===== src/rtl/serial_adder_ctrl.sv =====
// ---------------------------------------------------------------------------
// full_adder
//   Shared 1-bit full adder cell. serial_adder_ctrl time-multiplexes a single
//   instance of it to build a WIDTH-bit adder.
//
//   Ports:
//     x, y  : addend bits
//     cin   : carry in
//     sum   : x ^ y ^ cin
//     cout  : majority(x, y, cin)
// ---------------------------------------------------------------------------
module full_adder (
    input  logic x,
    input  logic y,
    input  logic cin,
    output logic sum,
    output logic cout
);

    assign sum  = x ^ y ^ cin;
    assign cout = (x & y) | (x & cin) | (y & cin);

endmodule

// ---------------------------------------------------------------------------
// serial_adder_ctrl
//   Bit-serial WIDTH-bit adder. One full_adder cell processes one bit per
//   clock, LSB first. A start/busy/done handshake sequences each addition.
//   The result is registered and holds until the next result is ready.
//
//   Parameters:
//     WIDTH : operand and sum width in bits (>= 2)
//
//   Ports:
//     clk   : system clock, rising edge
//     rst   : synchronous active-high reset
//     start : request an addition (accepted in IDLE or DONE)
//     a, b  : operands, captured on the accepting edge only
//     cin   : carry-in, captured on the accepting edge only
//     busy  : high while the addition runs (WIDTH cycles)
//     done  : one-cycle pulse, sum/cout are valid from this cycle on
//     sum   : registered (a + b + cin) mod 2^WIDTH
//     cout  : registered carry-out of bit WIDTH-1
// ---------------------------------------------------------------------------
module serial_adder_ctrl #(
    parameter int WIDTH = 8
) (
    input  logic             clk,
    input  logic             rst,
    input  logic             start,
    input  logic [WIDTH-1:0] a,
    input  logic [WIDTH-1:0] b,
    input  logic             cin,
    output logic             busy,
    output logic             done,
    output logic [WIDTH-1:0] sum,
    output logic             cout
);

    localparam int CNT_W = $clog2(WIDTH + 1);
    localparam logic [CNT_W-1:0] LAST_BIT = CNT_W'(WIDTH - 1);

    typedef enum logic [1:0] {
        IDLE = 2'd0,
        RUN  = 2'd1,
        DONE = 2'd2
    } state_t;

    state_t state;
    state_t next_state;

    logic [WIDTH-1:0] a_sh;
    logic [WIDTH-1:0] b_sh;
    logic [WIDTH-1:0] s_sh;
    logic             carry;
    logic [CNT_W-1:0] cnt;

    logic fa_sum;
    logic fa_cout;

    // A request is accepted from IDLE or from the DONE cycle, which doubles as
    // the next accepting cycle. start is ignored while RUN is in progress.
    logic accept;
    logic last_bit;

    assign accept   = start && (state != RUN);
    assign last_bit = (state == RUN) && (cnt == LAST_BIT);

    // -----------------------------------------------------------------------
    // The single shared cell always sees the current LSBs and the carry.
    // Its outputs are used only while in RUN.
    // -----------------------------------------------------------------------
    full_adder u_fa (
        .x    (a_sh[0]),
        .y    (b_sh[0]),
        .cin  (carry),
        .sum  (fa_sum),
        .cout (fa_cout)
    );

    // -----------------------------------------------------------------------
    // FSM: state register
    // -----------------------------------------------------------------------
    // NOTE: sequential state uses non-blocking assignments so every register
    // samples pre-edge values, regardless of the order the blocks evaluate.
    always_ff @(posedge clk) begin
        if (rst) begin
            state <= IDLE;
        end else begin
            state <= next_state;
        end
    end

    // -----------------------------------------------------------------------
    // FSM: next-state logic
    // -----------------------------------------------------------------------
    // NOTE: next_state gets a default before the case, so no path through
    // the block leaves it unassigned and no latch is inferred.
    always_comb begin
        next_state = state;
        case (state)
            IDLE: begin
                if (start) begin
                    next_state = RUN;
                end
            end
            RUN: begin
                if (cnt == LAST_BIT) begin
                    next_state = DONE;
                end
            end
            DONE: begin
                next_state = start ? RUN : IDLE;
            end
            default: begin
                next_state = IDLE;
            end
        endcase
    end

    // -----------------------------------------------------------------------
    // FSM: outputs, decoded from registered state only
    // -----------------------------------------------------------------------
    always_comb begin
        busy = 1'b0;
        done = 1'b0;
        case (state)
            RUN:     busy = 1'b1;
            DONE:    done = 1'b1;
            default: ;
        endcase
    end

    // -----------------------------------------------------------------------
    // Datapath: operand shifters, accumulator, carry, bit counter
    // -----------------------------------------------------------------------
    // NOTE: every datapath register is cleared on reset, so an aborted
    // addition leaves no stale operand or partial sum behind.
    always_ff @(posedge clk) begin
        if (rst) begin
            a_sh  <= '0;
            b_sh  <= '0;
            s_sh  <= '0;
            carry <= 1'b0;
            cnt   <= '0;
        end else if (accept) begin
            a_sh  <= a;
            b_sh  <= b;
            carry <= cin;
            cnt   <= '0;
        end else if (state == RUN) begin
            // Each new sum bit enters at the top, so after WIDTH shifts
            // bit 0 of the operands has landed in s_sh[0].
            s_sh  <= {fa_sum, s_sh[WIDTH-1:1]};
            carry <= fa_cout;
            a_sh  <= {1'b0, a_sh[WIDTH-1:1]};
            b_sh  <= {1'b0, b_sh[WIDTH-1:1]};
            cnt   <= cnt + CNT_W'(1);
        end
    end

    // -----------------------------------------------------------------------
    // Result registers: updated only on the RUN->DONE edge. The last sum bit
    // is merged directly here rather than read from s_sh a cycle later, so
    // the result is valid in the DONE cycle itself.
    // -----------------------------------------------------------------------
    always_ff @(posedge clk) begin
        if (rst) begin
            sum  <= '0;
            cout <= 1'b0;
        end else if (last_bit) begin
            sum  <= {fa_sum, s_sh[WIDTH-1:1]};
            cout <= fa_cout;
        end
    end

endmodule


===== config.mk =====
export PLATFORM = sky130hd
export DESIGN_NAME = serial_adder_ctrl
export DESIGN_NICKNAME = d
export VERILOG_FILES = /design/src/rtl/serial_adder_ctrl.sv
export SDC_FILE = /design/constraint.sdc
export NUM_CORES = 1
export LEC_CHECK = 0
export ABC_AREA = 1
export CORE_MARGIN = 8
export CORE_UTILIZATION = 45
export DETAILED_ROUTE_END_ITERATION = 16
export GPL_TIMING_DRIVEN = 1
export PLACE_DENSITY_LB_ADDON = 0.05
export SLEW_MARGIN = 10
export SYNTH_ARGS = -nofsm -noshare
export SYNTH_HDL_FRONTEND = slang
export SYNTH_SLANG_ARGS = --single-unit

===== constraint.sdc =====
create_clock -name clk -period 1.16 [get_ports clk]
set_input_delay 0.29 -clock clk [delete_from_list [all_inputs] [get_ports clk]]
set_output_delay 0.29 -clock clk [all_outputs]
set_load 0.03 [all_outputs]

# After elaboration in Yosys (flattened, before gate mapping)

Cells that the tools add are included.

Register bits after elaboration: 40

Add/subtract/negate cells: 1
Equal/unequal tests: 6
Reduce and logical (&&, ||, !) cells: 7
Mux-type cells: 12
Bitwise logic cells: 8

Operator list:

| operator              | number |
|---|---|
| $mux W8               | 4 |
| $pmux W2 S3           | 1 |
| $mux W1               | 5 |
| $add A4 B1 Y4 const B | 1 |
| $eq A4 B3 Y1 const B  | 1 |
| $mux W2               | 2 |
| $ne A2 B2 Y1 const B  | 2 |
| $reduce_and A2 Y1     | 2 |
| $and A1 B1 Y1         | 3 |
| $eq A2 B1 Y1 const B  | 1 |
| $eq A2 B2 Y1 const B  | 1 |
| $logic_and A1 B1 Y1   | 2 |
| $logic_not A2 Y1      | 1 |
| $ne A2 B1 Y1 const B  | 1 |
| $or A1 B1 Y1          | 2 |
| $reduce_bool A2 Y1    | 1 |
| $reduce_or A2 Y1      | 1 |
| $xor A1 B1 Y1         | 2 |
| $not A1 Y1            | 1 |

# Depth between registers and ports, before layout

Word-level depth: 5
Mapped depth: 7

# Modules after synthesis

From an unflattened synthesis, not the netlist that was laid out.

Cells, all modules: 233
Area, all modules: 1724.2 um2

By module, submodules not included:

| module            | area an instance (um2) | cells an instance | instances | seq. area each (um2) |
|---|---|---|---|---|
| serial_adder_ctrl | 1704.1                 | 232               | 1         | 780.7 |
| full_adder        | 20.0                   | 1                 | 1         | 0.0 |

# Least setup slack after synthesis

Ideal clock, no wire load.

Path kind: register to register
From: reg cnt[0]
To: reg cout
Data required time: 1.101 ns
Arrival time: 1.095 ns
Buffers on the path: 0
Library setup time: 0.059 ns
Cell stages (with the launch flop): 8
Setup slack: 0.006 ns
Period minus slack after synthesis: 1.154 ns
Path through: dfxtp_1 > ha_1 > nand2_1 > nor2_2 > nand2_4 > nor2_8 > nand2_1 > nand2_1

Longest elaborated chain between the ends: 2

Ends and longest elaborated chain:

| item                   | RTL line | RTL |
|---|---|---|
| from (decl)            | 76       | `logic [CNT_W-1:0] cnt;` |
| from (signal assigned) | 178      | `cnt <= cnt + CNT_W'(1);` |
| $eq A4 B3 Y1           | 87       | `assign last_bit = (state == RUN) && (cnt == LAST_BIT);` |
| $logic_and A1 B1 Y1    | 87       |  |
| to (signal assigned)   | 193      | `cout <= fa_cout;` |
| to (decl)              | 57       | `output logic cout` |

Every way passes these cells.
A chain may end at the register's enable or synchronous reset.

# Worst setup path in the final report

From: reg state[0]
To: out busy

Longest elaborated chain between the ends: 2

Ends and longest elaborated chain:

| item                   | RTL line | RTL |
|---|---|---|
| from (decl)            | 69       | `state_t state;` |
| from (signal assigned) | 110      | `state <= next_state;` |
| $eq A2 B1 Y1           | 147      | `case (state)` |
| $mux W1                | 147      |  |
| to (decl)              | 54       | `output logic busy,` |

Every way passes these cells.

==> impl_metrics.env <==
export IMPL_outcome="complete, but fails checks"
export IMPL_violations="negative setup slack"
export IMPL_r2r_end="state[1]"
export IMPL_finalWorstSetupSlack_ns=-0.1131
export IMPL_grt_antenna_before_repair=0
export IMPL_grt_pass1_wl_um=6962
export IMPL_grt_pass1_vias=1583
export IMPL_core_mm2=0.003661
export IMPL_drc=0
export IMPL_max_freq_ghz=0.7855
export IMPL_holdPathEnd="sum[6]"
export IMPL_ys_types=20
export IMPL_avgSynthCellArea_um2=7.378
export IMPL_yosys_area_share_simple_pct=37.28
export IMPL_synth_compound_area_share_pct=4.825
export IMPL_grt_max_degree=25
export IMPL_num_rows=22
export IMPL_pin_count=31
export IMPL_critPathKind="reg -> out"
export IMPL_cts_buffers=5
export IMPL_drive_gt1_share_pct=24.48
export IMPL_synth_fp_nets=254
export IMPL_die_area_mm2=0.006033
export IMPL_hp_start="s_sh[7]"
export IMPL_synth_fa_ha_area_share_pct=1.901
export IMPL_powerDensity_mw_per_mm2=1164
export IMPL_syn_to_final_growth_pct=41.23
export IMPL_final_min_clock_period_ns=1.273
export IMPL_final_setup_viol_count=30
export IMPL_first_iter_violations=87
export IMPL_hold_depth=2
export IMPL_place_gp_congestion=0.7751
export IMPL_port_buffer_count=30
export IMPL_relSlewSlack_pct=83.97
export IMPL_cts_hold_buf=0
export IMPL_hpwl_um=2632
export IMPL_cts_path_max_buffers=2
export IMPL_via_count=1633
export IMPL_reg2reg_depth=6
export IMPL_p_leak_nw=1.185
export IMPL_slew_violations=0
export IMPL_netlist_instances=232
export IMPL_muxShareOfSynthArea_pct=0
export IMPL_rsz0062_at_grt="true"
export IMPL_tightest_slew_ns=0.2402
export IMPL_viasPerCell=4.889
export IMPL_period_share_pct=109.8
export IMPL_first_pass_iters=5
export IMPL_cts_root_buf="clkbuf_8"
export IMPL_fp_dieW_um=77.68
export IMPL_slowest_delay_ns=0.39
export IMPL_hold_path_class="reg -> reg"
export IMPL_pre_cts_ws_ns=-0.2491
export IMPL_fin_hold_ws_ns=0.4628
export IMPL_clk_pin_slew_ns=0.08
export IMPL_wl_per_cell_um=12.43
export IMPL_cp_start_kind="flop"
export IMPL_yosys_area_share_xor_xnor_pct=0.5117
export IMPL_cts_tree="built"
export IMPL_timing_setup_tns_ns=-0.7869
export IMPL_yosys_warnings=0
export IMPL_worstPathCellList="inv_4, nor2_4, buf_6"
export IMPL_start_util_pct=46.75
export IMPL_crit_path_end_kind="primary output"
export IMPL_worstSkewPairLatency_ns=0.29
export IMPL_yosysSeqAreaShare_pct=45.61
export IMPL_reg2reg_slack_ns=-0.05
export IMPL_ant_nets=0
export IMPL_synth_top_family_by_area="simple AND/OR/NAND/NOR gates"
export IMPL_grt_overflow_total=0
export IMPL_cts_sinks=39
export IMPL_ys_ff_latch=39
export IMPL_crit_path_max_fanout=3
export IMPL_ir_worst_vdd_mv=0.7573
export IMPL_cp_slowest_cell="dfxtp_4"
export IMPL_diodes=0
export IMPL_max_cap_violations=0
export IMPL_synth_area_mm2=0.001712
export IMPL_h_tree_depth=2
export IMPL_final_nets=307
export IMPL_reg2reg_from="state[0]"
export IMPL_cp_arrival_ns=0.98
export IMPL_grt_use_total_pct=13.76
export IMPL_fin_skew_ns=0.003973
export IMPL_hold_viol_final=0
export IMPL_critPathRequiredTime_ns=0.87
export IMPL_wl_um=4152
export IMPL_die_h_um=77.68
[timing repair]
| item | 4_1_cts | 5_1_grt |
|---|---|---|
| cloned | 2 | 1 |
| setup endpoints to repair | 22 | 32 |
| setup buffers | 3 | 2 |
| pin swaps | 6 | 7 |
| resized for setup | 14 | 20 |
[cells in the final DEF, fill, tap and decap left out, types with 3 or more instances in the layout]
cell type        instances
nand3_1                 57
nand2_1                 54
clkdlybuf4s50_1         19
buf_4                   31
dfxtp_1                 35
buf_12                   3
inv_1                   18
nor2_4                   5
nand2_2                  3
nor2_1                  17
nand2_4                  4
o21ai_0                  5
a21oi_1                  4
clkbuf_8                 5
o21ai_1                  3
[Yosys cell counts]
library cell	instances	area share (%)
nand2_1	58	13
nand3_1	58	17
dfxtp_1	39	46
nor2_1	20	4.4
inv_1	19	4.2
o21ai_0	8	2.3
buf_2	6	1.8
a21oi_1	5	1.5
buf_4	5	2.2
buf_6	2	1.3
inv_2	2	0.44
o21ai_2	2	1.0
fa_1	1	1.2
ha_1	1	0.73
nand2_2	1	0.37
nand2_4	1	0.66
nor2_2	1	0.37
nor2_4	1	0.66
nor2_8	1	1.2
xor2_1	1	0.51
[kinds of logic after synthesis]
kind of cell,count (synthesis)
buf+inv,34
xor+xnor,1
simple gates,141
flops,39
fa+ha+maj,2
compound gates,15
[routing by layer]
metal | share of wire [%] | track usage (%)
met4 | 1.1 | 4.151
met2 | 49 | 21.80
met5 | 0 | 0
met1 | 45 | 16.64
met3 | 5.5 | 5.530
[critical path, delay by kind of cell, from the launching register on]
family | cells | cell delay (ns)
buffers and inverters | 2 | 0.19
flip-flops | 1 | 0.39
AND/OR/NAND/NOR | 1 | 0.12
[cell type report]
| class | instances | area [um2] |
|---|---|---|
| fill | 346 | 1244 |
| multi-input combinational | 161 | 855.8 |
| sequential | 39 | 790.8 |
| timing repair buffer | 57 | 545.5 |
| inverter | 21 | 83.83 |
| clock buffer | 7 | 76.32 |
| tap | 48 | 60.06 |
| clock inverter | 1 | 5.005 |
[metrics by stage]
stage	std cells	instance area, um2	power, mW	utilization (%)
after detailed placement	318	2150	1.880	58.71
after floorplan	232	1712	1.711	-
after global placement	318	2150	1.875	58.71
final	334	2417	2.815	66.03
after CTS	331	2310	2.805	63.09
after global routing	334	2417	2.967	66.03
[how the worst max path moves through the flow]
stage / from / end / cells past startpoint
2_1_floorplan: cnt[0] / cout / 7
3_3_place_gp: start / a_sh[5] / 7
3_5_place_dp: start / a_sh[4] / 7
4_1_cts: state[0] / busy / 3
5_1_grt: state[0] / busy / 3
6_report: state[0] / busy / 3
[where the power goes]
| group | switching [mW] | internal (mW) | total (mW) |
|---|---|---|---|
| Combinational | 0.230 | 0.235 | 0.465 |
| Clock | 0.484 | 0.423 | 0.906 |
| Sequential | 0.0426 | 1.40 | 1.44 |
[state kept, by name, summed over array words and instances, names as in the netlist]
signal	flops
carry	1
sum	8
a_sh	8
b_sh	8
state	2
cnt	4
s_sh	7
cout	1
Note: power is estimated with default switching activity, not from simulation.
